**src/rtl/fp_addsub_pipe.sv**
```systemverilog
// Four-stage floating-point add/subtract (result = ay +/- ax) with round-to-nearest-even.
// Subnormals flush to zero; NaN/inf/overflow handled with per-result flags aligned to result.
module fp_addsub_pipe #(
  parameter int EXP_W = 8,
  parameter int MAN_W = 23,
  localparam int DW = 1 + EXP_W + MAN_W
) (
  input  logic          clk,
  input  logic          rst_n,
  input  logic          ena,
  input  logic          clr,
  input  logic          in_valid,
  input  logic          op_sub,
  input  logic [DW-1:0] ax,
  input  logic [DW-1:0] ay,
  output logic          out_valid,
  output logic [DW-1:0] result,
  output logic          flag_ovf,
  output logic          flag_inv
);

  localparam int XW  = MAN_W + 4;          // hidden + mantissa + guard/round/sticky
  localparam int SW  = MAN_W + 5;          // XW plus carry
  localparam int LZW = $clog2(SW + 1);
  localparam int EW  = EXP_W + 2;
  localparam logic [EXP_W-1:0] EXP_ONES = '1;
  localparam logic [DW-1:0] QNAN = {1'b0, EXP_ONES, 1'b1, {(MAN_W-1){1'b0}}};
  localparam logic signed [EW-1:0] E_MAX = EW'(2**EXP_W - 1);

  typedef struct packed {
    logic             vld;
    logic             spc;
    logic             inv;
    logic [DW-1:0]    spc_res;
    logic             sign;
    logic             eff_sub;
    logic [EXP_W-1:0] exp_a;
    logic [EXP_W-1:0] diff;
    logic [MAN_W:0]   sig_a;
    logic [MAN_W:0]   sig_b;
  } s1_t;

  typedef struct packed {
    logic             vld;
    logic             spc;
    logic             inv;
    logic [DW-1:0]    spc_res;
    logic             sign;
    logic             eff_sub;
    logic [EXP_W-1:0] exp_a;
    logic [XW-1:0]    ma;
    logic [XW-1:0]    mb;
  } s2_t;

  typedef struct packed {
    logic             vld;
    logic             spc;
    logic             inv;
    logic [DW-1:0]    spc_res;
    logic             sign;
    logic [EXP_W-1:0] exp_a;
    logic [SW-1:0]    sum;
    logic [LZW-1:0]   lz;
  } s3_t;

  s1_t s1_d, s1_q;
  s2_t s2_d, s2_q;
  s3_t s3_d, s3_q;

  function automatic logic [LZW-1:0] lzc(input logic [SW-1:0] v);
    lzc = LZW'(SW);
    for (int i = 0; i < SW; i++) begin
      if (v[i]) lzc = LZW'(SW - 1 - i);
    end
  endfunction

  // S1: unpack, flush subnormals, order by magnitude, detect specials
  logic             sa, sb;
  logic [EXP_W-1:0] ea, eb;
  logic [MAN_W-1:0] fa, fb;
  logic             nan_a, nan_b, inf_a, inf_b, swap;

  always_comb begin
    sa    = ay[DW-1];
    ea    = ay[DW-2:MAN_W];
    fa    = (ea == '0) ? '0 : ay[MAN_W-1:0];
    sb    = ax[DW-1] ^ op_sub;
    eb    = ax[DW-2:MAN_W];
    fb    = (eb == '0) ? '0 : ax[MAN_W-1:0];
    nan_a = (ea == EXP_ONES) && (fa != '0);
    nan_b = (eb == EXP_ONES) && (fb != '0);
    inf_a = (ea == EXP_ONES) && (fa == '0);
    inf_b = (eb == EXP_ONES) && (fb == '0);
    swap  = {eb, fb} > {ea, fa};

    s1_d         = '0;
    s1_d.vld     = in_valid;
    s1_d.eff_sub = sa ^ sb;
    if (swap) begin
      s1_d.sign  = sb;
      s1_d.exp_a = eb;
      s1_d.diff  = eb - ea;
      s1_d.sig_a = {(eb != '0), fb};
      s1_d.sig_b = {(ea != '0), fa};
    end else begin
      s1_d.sign  = sa;
      s1_d.exp_a = ea;
      s1_d.diff  = ea - eb;
      s1_d.sig_a = {(ea != '0), fa};
      s1_d.sig_b = {(eb != '0), fb};
    end

    if (nan_a || nan_b || (inf_a && inf_b && (sa != sb))) begin
      s1_d.spc     = 1'b1;
      s1_d.inv     = 1'b1;
      s1_d.spc_res = QNAN;
    end else if (inf_a) begin
      s1_d.spc     = 1'b1;
      s1_d.spc_res = {sa, EXP_ONES, {MAN_W{1'b0}}};
    end else if (inf_b) begin
      s1_d.spc     = 1'b1;
      s1_d.spc_res = {sb, EXP_ONES, {MAN_W{1'b0}}};
    end else if ((ea == '0) && (eb == '0)) begin
      s1_d.spc     = 1'b1;
      s1_d.spc_res = {sa & sb, {(DW-1){1'b0}}};
    end
  end

  // S2: align B to A, folding shifted-out bits into sticky
  logic [2*XW-1:0] wide;

  always_comb begin
    s2_d         = '0;
    s2_d.vld     = s1_q.vld;
    s2_d.spc     = s1_q.spc;
    s2_d.inv     = s1_q.inv;
    s2_d.spc_res = s1_q.spc_res;
    s2_d.sign    = s1_q.sign;
    s2_d.eff_sub = s1_q.eff_sub;
    s2_d.exp_a   = s1_q.exp_a;
    s2_d.ma      = {s1_q.sig_a, 3'b000};
    wide         = '0;
    if (int'(s1_q.diff) >= MAN_W + 3) begin
      s2_d.mb = {{(XW-1){1'b0}}, |s1_q.sig_b};
    end else begin
      wide    = {s1_q.sig_b, 3'b000, {XW{1'b0}}} >> s1_q.diff;
      s2_d.mb = {wide[2*XW-1:XW+1], wide[XW] | (|wide[XW-1:0])};
    end
  end

  // S3: magnitude add/subtract; A >= B so the difference never goes negative
  always_comb begin
    s3_d         = '0;
    s3_d.vld     = s2_q.vld;
    s3_d.spc     = s2_q.spc;
    s3_d.inv     = s2_q.inv;
    s3_d.spc_res = s2_q.spc_res;
    s3_d.sign    = s2_q.sign;
    s3_d.exp_a   = s2_q.exp_a;
    s3_d.sum     = s2_q.eff_sub ? ({1'b0, s2_q.ma} - {1'b0, s2_q.mb})
                                : ({1'b0, s2_q.ma} + {1'b0, s2_q.mb});
    s3_d.lz      = lzc(s3_d.sum);
  end

  // S4: normalise (leading one moves to the dropped top bit), round, range check, pack
  logic [XW-1:0]          norm;
  logic [MAN_W-1:0]       frac_r;
  logic                   rc, rup;
  logic signed [EW-1:0]   e_res;
  logic [DW-1:0]          res_d;
  logic                   ovf_d, inv_d;

  always_comb begin
    norm         = s3_q.sum[SW-2:0] << s3_q.lz;
    rup          = norm[3] & ((|norm[2:0]) | norm[4]);
    {rc, frac_r} = {1'b0, norm[XW-1:4]} + (MAN_W+1)'(rup);
    e_res        = $signed(EW'(s3_q.exp_a)) + $signed(EW'(1)) - $signed(EW'(s3_q.lz))
                 + $signed(EW'(rc));
    res_d        = '0;
    ovf_d        = 1'b0;
    inv_d        = 1'b0;
    if (s3_q.spc) begin
      res_d = s3_q.spc_res;
      inv_d = s3_q.inv;
    end else if (s3_q.sum == '0) begin
      res_d = '0;
    end else if (e_res >= E_MAX) begin
      res_d = {s3_q.sign, EXP_ONES, {MAN_W{1'b0}}};
      ovf_d = 1'b1;
    end else if (e_res <= $signed(EW'(0))) begin
      res_d = '0;
    end else begin
      res_d = {s3_q.sign, e_res[EXP_W-1:0], frac_r};
    end
  end

  always_ff @(posedge clk or negedge rst_n) begin
    if (!rst_n) begin
      s1_q <= '0;
      s2_q <= '0;
      s3_q <= '0;
    end else if (ena) begin
      s1_q <= clr ? '0 : s1_d;
      s2_q <= clr ? '0 : s2_d;
      s3_q <= clr ? '0 : s3_d;
    end
  end

  always_ff @(posedge clk or negedge rst_n) begin
    if (!rst_n) begin
      out_valid <= 1'b0;
      result    <= '0;
      flag_ovf  <= 1'b0;
      flag_inv  <= 1'b0;
    end else if (ena) begin
      if (clr) begin
        out_valid <= 1'b0;
        result    <= '0;
        flag_ovf  <= 1'b0;
        flag_inv  <= 1'b0;
      end else begin
        out_valid <= s3_q.vld;
        result    <= res_d;
        flag_ovf  <= ovf_d;
        flag_inv  <= inv_d;
      end
    end
  end

endmodule

```
**config.mk**
```make
export PLATFORM = sky130hd
export DESIGN_NAME = fp_addsub_pipe
export DESIGN_NICKNAME = d
export VERILOG_FILES = /design/src/rtl/fp_addsub_pipe.sv
export SDC_FILE = /design/constraint.sdc
export NUM_CORES = 1
export LEC_CHECK = 0
export CORE_MARGIN = 2
export CORE_UTILIZATION = 61
export CTS_CLUSTER_SIZE = 40
export DETAILED_ROUTE_END_ITERATION = 8
export PLACE_DENSITY = 0.85
export SETUP_SLACK_MARGIN = 0.1
export SLEW_MARGIN = 0
export SYNTH_ARGS = -nofsm -noshare
export SYNTH_HDL_FRONTEND = slang
export SYNTH_SLANG_ARGS = --single-unit
export TNS_END_PERCENT = 30
```
**constraint.sdc**
```tcl
create_clock -name clk -period 6.87 [get_ports clk]
set_input_delay 1.374 -clock clk [delete_from_list [all_inputs] [get_ports clk]]
set_output_delay 1.374 -clock clk [all_outputs]
set_load 0.02 [all_outputs]
```
==> results of run 1 <==
[flip-flops by register name (all words and copies together) (netlist names)]
signal,cells
result,32
flag_inv,1
out_valid,1
s1_q,71
s3_q,47
flag_ovf,1
s2_q,66
[critical path, cell delays in order, from the launching register on]
cell and delay (ns):
dfrtp_1 0.85, mux2i_1 0.24, mux4_2 0.56, a211oi_1 0.47, nand4_1 0.18, or4_1 0.62, nor3_2 0.35, nand4_1 0.18
fa_1 0.40, inv_1 0.06, ha_1 0.19, fa_1 0.22, a21o_1 0.13, a21oi_1 0.09, o21bai_1 0.14, a21oi_1 0.14
xnor2_1 0.21, or3_1 0.40, a22oi_1 0.54, o21ai_0 0.19, nand3_1 0.13
[final cells by class]
| class | count | area (µm²) |
|---|---|---|
| Multi-Input combinational cell | 1444 | 10330 |
| Fill cell | 2094 | 8243 |
| Sequential cell | 219 | 5482 |
| Timing Repair Buffer | 129 | 1244 |
| Clock buffer | 35 | 723.2 |
| Inverter | 114 | 430.4 |
| Tap cell | 341 | 426.7 |
| Clock inverter | 7 | 73.82 |
[kinds of logic after synthesis]
family / count (synthesis) / synth area share [%]
xor+xnor: 71 / 3.718
fa+ha+maj: 84 / 6.464
mux: 105 / 9.277
compound gates: 579 / 24.40
simple gates: 605 / 17.81
flops: 219 / 32.77
buf+inv: 237 / 5.566
[metal layers]
layer	up-vias	global-route usage (%)	part of all wire [%]
li1	7143	-	-
met5	-	0	0
met1	7519	46.28	43
met3	105	5.131	7.7
met4	0	9.699	2.8
met2	715	53.58	46
[how the worst max path moves through the flow]
stage / to / startpoint
final: result[24] / s3_q[1]
after global routing: result[24] / s3_q[1]
after CTS: result[24] / s3_q[0]
after detailed placement: result[24] / s3_q[0]
after global placement: result[14] / s3_q[0]
after floorplan: result[4] / s3_q[1]
[timing repair]
item | in CTS | in global routing
gates resized for setup | 0 | 1
setup endpoints to repair | 0 | 9
hold endpoints to repair | 0 | 0
[layout by cell type, fill, tap and decap left out, drive strengths merged, types with 20 or more instances in the layout]
cell	instances
nand3	69
mux4	36
nand4	24
a21oi	116
mux2i	53
o31ai	27
nor4	36
ha	80
o21ai	100
inv	112
a31o	33
clkdlybuf4s50	102
xnor2	48
a21o	22
buf	27
xor2	23
clkbuf	35
a22o	47
nor2	129
nor3	48
o22ai	24
o2bb2ai	71
a211oi	20
nand2	175
nor2b	40
dfrtp	219
[per-stage QoR]
step	utilization, %	power (µW)	hold WS, ns	setup slack (ns)
2_1_floorplan	-	4405	0.4481	1.519
3_3_place_gp	66.45	5309	0.4616	0.8707
3_5_place_dp	66.45	5383	0.4679	0.4593
4_1_cts	69.41	6723	0.4810	0.4618
5_1_grt	69.42	7199	0.5004	0.1116
6_report	69.42	6787	0.4795	0.5106
[power by group through the flow]
stage               sequential, µW  clock, µW  combinational, µW
floorplan                     1740          0               2660
global placement              1810          0               3500
detailed placement            1820          0               3560
CTS                           1810       1320               3600
global route                  1840       1370               3980
finish                        1820       1310               3660
==> qor.csv, run 1 <==
stage,metric,value,unit
timing,Worst-Margin Slew,1.010,ns
synth,Area contributors post-synth,"dfrtp_1 33%, ha_1 6.0%, nand2_1 3.9%, mux4_2 3.9%, o2bb2ai_1 3.7%",
synth,top-count cell post-synth,dfrtp_1,
clocking,clock buffer count from CTS,25,
timing,post-layout min period,6.359,ns
detailed_routing,WL/cell,20.81,µm
place,Inst Count DP,2247,
critical_path,reg2reg path depth,20,
die,Die ar.,0.02876,mm²
synth,Synthesis Warnings,0,
die,initial core utilization,62.06,%
critical_path,CP startpoint kind,flop,
synth,Post-synth EDFFs,0,
global_route,largest net degree at the start of global routing,121,
place,Detail Placement HPWL,34590,µm
timing,Relative slew margins,32.64,%
critical_path,reg2reg end,result[24],
timing,clk_skew,0.01294,ns
clocking,Hold Buf Count CTS,0,
detailed_routing,DRC,0,
place,DP Area,0.01791,mm²
synth,Synth Flop Type,dfrtp_1,
die,core area,0.02695,mm²
cells_and_area,Syn-to-layout area delta,11.86,%
worst_hold_path,hold path start,s2_q[56],
run,max_cap viols,0,
pwr,P_int,3809,µW
detailed_routing,Post-Route WL,47630,µm
cells_and_area,ant diodes,0,
worst_hold_path,hold depth,2,
cells_and_area,"non-filler cells, final",2289,
pwr,NetSw,2978,µW
clocking,CTS tree,done,
synth,Post-Syn Instances,1900,
global_route,number of antenna violations at the first check in global routing,0,
pwr,PwrDens,362.8,mW/mm²
global_route,vias in the first global route,14590,
clocking,setup repair bufs after CTS,0,
synth,Synth top area share,32.77,%
critical_path,FF-to-FF setup slack,0.51,ns
synth,"FF+latch count, synth",219,
synth,most area-hungry cell type in the Yosys netlist,dfrtp_1,
timing,setup TNS,0,ns
synth,most frequent cells after synthesis,"219 x dfrtp_1, 175 x nand2_1, 129 x nor2_1, 116 x a21oi_1, 107 x inv_1",
pwr,combinational share of power,54.0,%
status,outcome,"finished, final reports clean",
timing,Tcrit/Tclk final,92.57,%
synth,synthesized area per cell,8.803,µm²
pwr,Sequential Power Share,26.8,%
pwr,VDD IR-drop max,184.2,µV
worst_hold_path,WHS Endpoint,s2_q[56],
clocking,CTS H-tree depth,1,
die,Rows,60,
clocking,clk root buf,clkbuf_16,
global_route,first-pass GRT wire length,77110,µm
die,chip width,169.6,µm
detailed_routing,via count,15480,
timing,Finish-stage setup viols,0,
critical_path,CP Data Arrival Time,6.82,ns
global_route,Overflow after GRT,0,
critical_path,worst setup path class,reg -> reg,
cells_and_area,nets@finish,2087,
place,GP Congestion,0.9490,
timing,Final Max Slew Viols,0,
clocking,worst-skew pair later-pin latency,0.53,ns
synth,distinct cell type count after synthesis,91,
worst_hold_path,Hold Path Class,reg -> reg,
clocking,clock-pin transition on the worst setup and hold timing paths,0.06,ns
clocking,worst-case clock buffer depth,3,
pwr,Clk network pwr share,19.3,%
timing,fmax,157.2,MHz
pwr,switching share of power,43.87,%
detailed_routing,post-route ant nets,0,
synth,ys async rst share,100.0,%
timing,RSZ-0062 raised after global routing,no,
die,Die Y-Extent,169.6,µm
synth,Mapped Area,0.01672,mm²
place,IO buf count,104,
critical_path,reg2reg start,s3_q[1],
cells_and_area,share of post-route cells with drive strength above 1,8.676,%
cells_and_area,Finished Cell Area,0.01871,mm²
critical_path,worst-path fanout max,21,
synth,Synthesized Nets,2054,
pwr,LEAKAGE,0.008211,µW
synth,register area share after synthesis,32.77,%
global_route,GRT Util Overall,33.08,%
detailed_routing,1st-pass router iterations,5,
critical_path,CP endpoint kind,flop,
die,# IOs,105,
clocking,Sink Count,219,
detailed_routing,Iter 0 DRT Violations,1913,
timing,final hold viol count,0,
detailed_routing,via/cell ratio,6.764,
critical_path,Crit path required time,7.33,ns
Power figures use the tool's default switching activity.
==> run 2, diff against run 1 <==
Settings changed: CAP_MARGIN set to 40, CORE_UTILIZATION 61 to 63, CTS_BUF_LIST set to sky130_fd_sc_hd__clkbuf_8, PLACE_DENSITY 0.85 to 0.87.
==> run 2 against run 1 <==
Sequential cell count unchanged. Critical path type unchanged. Hold slack better by 0.0057 ns. Largest power group unchanged. Clock skew up 0.0087 ns. Power down 1.8%. Critical path depth down 5. Global-route usage up 0.091 points. Critical endpoint is now result[31]. First-iteration DRC count down 22%.
==> qor.csv, run 2 (synthesized netlist as in run 1, its figures left out) <==
stage,metric,value,unit,change
global_route,Overflow after GRT,0,,unchanged
clocking,Hold Buf Count CTS,0,,unchanged
timing,final hold viol count,0,,unchanged
cells_and_area,"most common cell after layout, fill and taps aside",dfrtp_1,,
run,max_cap viols,0,,unchanged
critical_path,worst setup path class,reg -> reg,,
place,IO buf count,104,,unchanged
global_route,first-pass GRT wire length,76570,µm,-0.70%
die,Die Y-Extent,166.9,µm,-1.6%
global_route,GRT Util Overall,33.17,%,+0.091 points
critical_path,CP startpoint kind,flop,,
cells_and_area,# fillers,2031,,-3.0%
place,Detail Placement HPWL,34250,µm,-0.97%
timing,Final Max Slew Viols,0,,unchanged
detailed_routing,met3 WL post-DR,3657,µm,-0.44%
clocking,clock-pin transition on the worst setup and hold timing paths,0.06,ns,about the same
detailed_routing,via count,15550,,+0.47%
timing,Worst-Margin Slew,0.8709,ns,-0.1395 ns
timing,RSZ-0062 raised after global routing,no,,
detailed_routing,Post-Route WL,46500,µm,-2.4%
global_route,vias in the first global route,14560,,-0.16%
clocking,worst-skew pair later-pin latency,0.55,ns,+0.02 ns
clocking,clock buffer count from CTS,38,,+52%
die,chip width,166.9,µm,-1.6%
cells_and_area,Biggest register,s1_q,,
detailed_routing,WL met2,21680,µm,-2.1%
detailed_routing,WL/cell,20.15,µm,-3.2%
cells_and_area,Finished Cell Area,0.01874,mm²,+0.16%
cells_and_area,Syn-to-layout area delta,12.04,%,
global_route,number of antenna violations at the first check in global routing,0,,unchanged
pwr,VDD IR-drop max,239.8,µV,+30%
detailed_routing,1st-pass router iterations,5,,unchanged
worst_hold_path,hold depth,2,,unchanged
critical_path,Crit path required time,7.29,ns,-0.04 ns
status,outcome,"finished, final reports clean",,
die,core area,0.02606,mm²,-3.3%
cells_and_area,max reg flops,71,,unchanged
clocking,Sink Count,219,,unchanged
critical_path,CP endpoint kind,flop,,
timing,Tcrit/Tclk final,91.04,%,-1.5 points
timing,Relative slew margins,41.20,%,+8.6 points
die,# IOs,105,,unchanged
global_route,largest net degree at the start of global routing,101,,-17%
detailed_routing,post-route ant nets,0,,unchanged
critical_path,worst-path fanout max,20,,-4.8%
cells_and_area,nets@finish,2100,,+0.62%
clocking,setup repair bufs after CTS,0,,unchanged
cells_and_area,top flop regs,"s1_q: 71 flops, s2_q: 66 flops, s3_q: 47 flops",,
place,GP Congestion,0.9342,,-1.6%
cells_and_area,share of post-route cells with drive strength above 1,9.529,%,+0.85 points
die,Rows,59,,-1.7%
cells_and_area,area of the multi-input gates,0.01033,mm²,unchanged
timing,setup TNS,0,ns,unchanged
detailed_routing,via/cell ratio,6.739,,-0.36%
die,Die ar.,0.02787,mm²,-3.1%
critical_path,reg2reg path depth,15,,-25%
die,initial core utilization,64.18,%,+2.1 points
clocking,clk root buf,clkbuf_8,,
pwr,PwrDens,355.7,mW/mm²,-2.0%
pwr,LEAKAGE,0.008265,µW,+0.65%
timing,post-layout min period,6.254,ns,-0.1049 ns
cells_and_area,Finished Core Util,71.91,%,+2.5 points
cells_and_area,ant diodes,0,,unchanged
timing,fmax,159.9,MHz,+1.7%
detailed_routing,highest metal used,met4,,
critical_path,CP Data Arrival Time,6.68,ns,-0.14 ns
timing,clk_skew,0.02165,ns,+0.008711 ns
detailed_routing,Iter 0 DRT Violations,1484,,-22%
timing,Finish-stage setup viols,0,,unchanged
clocking,CTS H-tree depth,2,,+1
clocking,post-cts resize count,0,,unchanged
worst_hold_path,Hold Path Class,reg -> reg,,
detailed_routing,WL met1,20100,µm,-2.0%
clocking,worst-case clock buffer depth,3,,unchanged
clocking,CTS tree,done,,
cells_and_area,register area,0.005480,mm²,about the same
cells_and_area,most frequent cells in the layout,"219 x dfrtp_1, 175 x nand2_1, 128 x nor2_1",,
detailed_routing,DRC,0,,unchanged
place,DP Area,0.01794,mm²,+0.17%
-- run 2: cell count changes in the layout (fill, tap and decap cells not counted) --
cell	before	now
clkinv_4	0	1
inv_6	3	1
clkbuf_1	4	0
buf_16	0	1
dfrtp_1	218	219
clkinvlp_4	1	5
clkinv_2	2	3
dfrtp_2	1	0
bufinv_16	1	2
buf_4	25	22
buf_12	1	2
inv_1	106	115
clkbuf_16	25	0
clkbuf_8	6	47
-- run 2: routing by layer --
| layer | track usage (%) | vias up |
|---|---|---|
| li1 | - | 7204 |
| met4 | 8.808 | 0 |
| met3 | 5.513 | 85 |
| met1 | 47.79 | 7562 |
| met2 | 52.32 | 703 |
| met5 | 0 | - |
-- run 2: worst paths after layout --
kind,startpoint,endpoint,slack (ns)
setup / recovery,s3_q[1],result[31],0.62
hold / removal,s2_q[59],s2_q[59],0.49
setup reg to reg,s3_q[1],result[31],0.62
hold reg to reg,s2_q[59],s2_q[59],0.49
max in group asynchronous,rst_n,s1_q[9],4.71
min in group asynchronous,rst_n,result[11],0.86
-- run 2: layout make-up --
class / count / share of cell area, %
clock buffer: 46 / 3.379
clock inverter: 21 / 0.8747
inverter: 114 / 2.297
multi-input combinational: 1444 / 55.12
sequential: 219 / 29.25
tap: 335 / 2.237
timing repair buffer: 129 / 6.844
-- run 2: metrics by stage --
step	setup slack, ns	cells	power, µW	hold slack (ns)
after CTS	0.6767	2308	6617	0.4816
after detailed placement	0.6897	2241	5351	0.4679
final	0.6155	2308	6665	0.4851
after floorplan	1.519	1900	4405	0.4481
after global placement	1.008	2238	5261	0.4601
after global routing	0.3308	2308	7095	0.5089
-- run 2: worst max-delay path, cell delays in order, from the launching register on --
cell	delay, ns
dfrtp_1	0.84
mux2i_1	0.23
mux4_2	0.55
a211oi_1	0.45
nand4_1	0.18
or4_1	0.61
nor3_2	0.36
nand4_1	0.17
fa_1	0.38
inv_1	0.07
ha_1	0.17
fa_1	0.46
or4_1	0.53
nor3_1	0.28
a41oi_1	0.40
a221o_1	0.43
-- run 2: report_power, final --
part / switching, µW / internal, µW / total [µW]
combinational: 2080 / 1540 / 3620
sequential: 300 / 1510 / 1810
clock: 551 / 688 / 1240
total: 2930 / 3730 / 6660
==> run 3, diff against run 2 <==
Settings changed: CELL_PAD_IN_SITES_DETAIL_PLACEMENT set to 1, CELL_PAD_IN_SITES_GLOBAL_PLACEMENT set to 2, CORE_UTILIZATION 63 to 39, PLACE_DENSITY 0.87 to 0.86.
==> run 3 against run 2 <==
First-iteration DRC count down 35%. Critical endpoint is now result[5]. Global-route usage shrank 8.3 points. Design area grew 2.3%. Wire length is 17% higher. Power increased by 4.4%.
==> qor.csv, run 3 (synthesized netlist as in run 1, its figures left out) <==
stage,metric,value,unit,change
global_route,GRT Util Overall,24.83,%,-8.3 points
pwr,PwrDens,362.9,mW/mm²,+2.0%
timing,Worst-Margin Slew,0.8897,ns,+0.01882 ns
global_route,largest net degree at the start of global routing,157,,+55%
global_route,vias in the first global route,15720,,+7.9%
timing,Final Max Slew Viols,0,,unchanged
clocking,clock buffer count from CTS,41,,+7.9%
clocking,Sink Count,219,,unchanged
die,core area,0.04213,mm²,+62%
timing,Final WS setup,0.8386,ns,+0.2231 ns
pwr,VDD IR-drop max,136.0,µV,-43%
critical_path,Setup crit end,result[5],,
clocking,worst-skew pair later-pin latency,0.62,ns,+0.07 ns
clocking,post-cts resize count,0,,unchanged
die,Die Y-Extent,211.1,µm,+26%
detailed_routing,via/cell ratio,6.051,,-10%
die,chip width,211.1,µm,+26%
detailed_routing,via count,15260,,-1.9%
critical_path,CP endpoint kind,flop,,
detailed_routing,post-route ant nets,0,,unchanged
critical_path,Crit. Startpoint,s3_q[1],,
die,initial core utilization,39.69,%,-24 points
die,Die ar.,0.04456,mm²,+60%
clocking,CTS tree,done,,
cells_and_area,most frequent cells in the layout,"218 x dfrtp_1, 174 x nand2_1, 128 x nor2_1",,
die,Rows,75,,+27%
critical_path,CP startpoint kind,flop,,
critical_path,Crit path required time,7.35,ns,+0.06 ns
detailed_routing,WL/cell,21.65,µm,+7.5%
clocking,clk root buf,clkbuf_8,,
cells_and_area,"non-filler cells, final",2521,,+9.2%
place,Detail Placement HPWL,40760,µm,+19%
critical_path,reg2reg end,result[5],,
cells_and_area,Syn-to-layout area delta,14.58,%,
place,Placement Setup Slack,0.6323,ns,-0.05735 ns
global_route,number of antenna violations at the first check in global routing,2,,+2
clocking,clock-pin transition on the worst setup and hold timing paths,0.07,ns,about the same
die,# IOs,105,,unchanged
timing,Finish-stage setup viols,0,,unchanged
detailed_routing,1st-pass router iterations,5,,unchanged
timing,setup TNS,0,ns,unchanged
clocking,worst-case clock buffer depth,3,,unchanged
worst_hold_path,hold path start,s3_q[41],,
critical_path,worst-path fanout max,19,,-5.0%
timing,fmax,165.8,MHz,+3.7%
timing,clk_skew,0.03144,ns,+0.009798 ns
critical_path,reg2reg path depth,17,,+2
critical_path,reg2reg start,s3_q[1],,
timing,Min Hold Slack,0.4772,ns,-0.007963 ns
cells_and_area,max reg flops,71,,unchanged
place,Inst Count DP,2448,,+9.2%
detailed_routing,Iter 0 DRT Violations,962,,-35%
cells_and_area,Biggest register,s1_q,,
place,GP Congestion,0.8834,,-5.4%
run,max_cap viols,0,,unchanged
place,IO buf count,104,,unchanged
clocking,CTS H-tree depth,2,,unchanged
critical_path,worst setup path class,reg -> reg,,
clocking,setup repair bufs after CTS,0,,unchanged
pwr,LEAKAGE,0.008362,µW,+1.2%
cells_and_area,share of post-route cells with drive strength above 1,9.944,%,+0.42 points
cells_and_area,nets@finish,2106,,+0.29%
timing,RSZ-0062 raised after global routing,no,,
cells_and_area,# fillers,4902,,+140%
clocking,Hold Buf Count CTS,0,,unchanged
critical_path,CP Data Arrival Time,6.51,ns,-0.17 ns
detailed_routing,DRC,0,,unchanged
global_route,first-pass GRT wire length,88300,µm,+15%
detailed_routing,Post-Route WL,54590,µm,+17%
worst_hold_path,Hold Path Class,reg -> reg,,
timing,final hold viol count,0,,unchanged
critical_path,FF-to-FF setup slack,0.84,ns,+0.22 ns
cells_and_area,top flop regs,"s1_q: 71 flops, s2_q: 66 flops, s3_q: 47 flops",,
status,outcome,"finished, final reports clean",,
cells_and_area,"most common cell after layout, fill and taps aside",dfrtp_1,,
timing,post-layout min period,6.031,ns,-0.2231 ns
timing,Tcrit/Tclk final,87.79,%,-3.2 points
timing,Relative slew margins,40.69,%,-0.52 points
cells_and_area,Finished Core Util,45.48,%,-26 points
global_route,Overflow after GRT,0,,unchanged
[run 3: cell count changes in the layout (fill, tap and decap cells not counted), sizes merged]
cell | previous run | this run
bufinv | 2 | 4
diode | 0 | 1
buf | 26 | 30
inv | 119 | 122
clkinv | 9 | 10
clkbuf | 47 | 48
clkinvlp | 5 | 2
[run 3: metal layers]
metal	vias up	global-route usage (%)	routed length [µm]
li1	7203	-	-
met1	7653	34.81	25720
met2	323	39.94	25520
met3	74	3.107	1999
met4	2	7.819	1341
met5	-	0	11
[run 3: how the worst min path moves through the flow]
stage / endpoint / slack (ns) / depth (start not counted)
6_report: s3_q[41] / 0.48 / 2
5_1_grt: s3_q[41] / 0.50 / 2
4_1_cts: s3_q[41] / 0.48 / 2
3_5_place_dp: s3_q[41] / 0.47 / 2
3_3_place_gp: s2_q[57] / 0.46 / 2
2_1_floorplan: s3_q[64] / 0.45 / 2
[run 3: cell type report]
class	instances	area, µm²	area share (%)
inverter	114	430.4	2.246
clock inverter	24	231.5	1.208
tap	539	674.4	3.519
clock buffer	48	660.6	3.447
sequential	219	5482	28.60
antenna	1	2.502	0.01306
multi-input combinational	1444	10330	53.91
timing repair buffer	132	1351	7.051
[run 3: critical path, cell delays in order, from the launching register on]
cell	delay, ns
dfrtp_2	0.63
mux2i_1	0.18
mux4_2	0.55
a211oi_1	0.45
nand4_1	0.17
or4_1	0.60
nor3_2	0.37
nand4_1	0.19
fa_1	0.39
inv_1	0.07
ha_1	0.18
fa_1	0.46
or4_1	0.54
nor3_1	0.28
nand3_1	0.11
nand4_1	0.27
buf_4	0.29
o32ai_1	0.13
[run 3: where the power goes]
part	internal (µW)	switching (µW)
Combinational	1550	2200
Clock	796	601
Sequential	1510	305
Total	3850	3100
[run 3: stage by stage]
stage,total power (µW),area [µm²]
finish,6955,19160
global placement,5450,18160
CTS,6977,19160
global route,7449,19160
detailed placement,5541,18270
floorplan,4405,16720
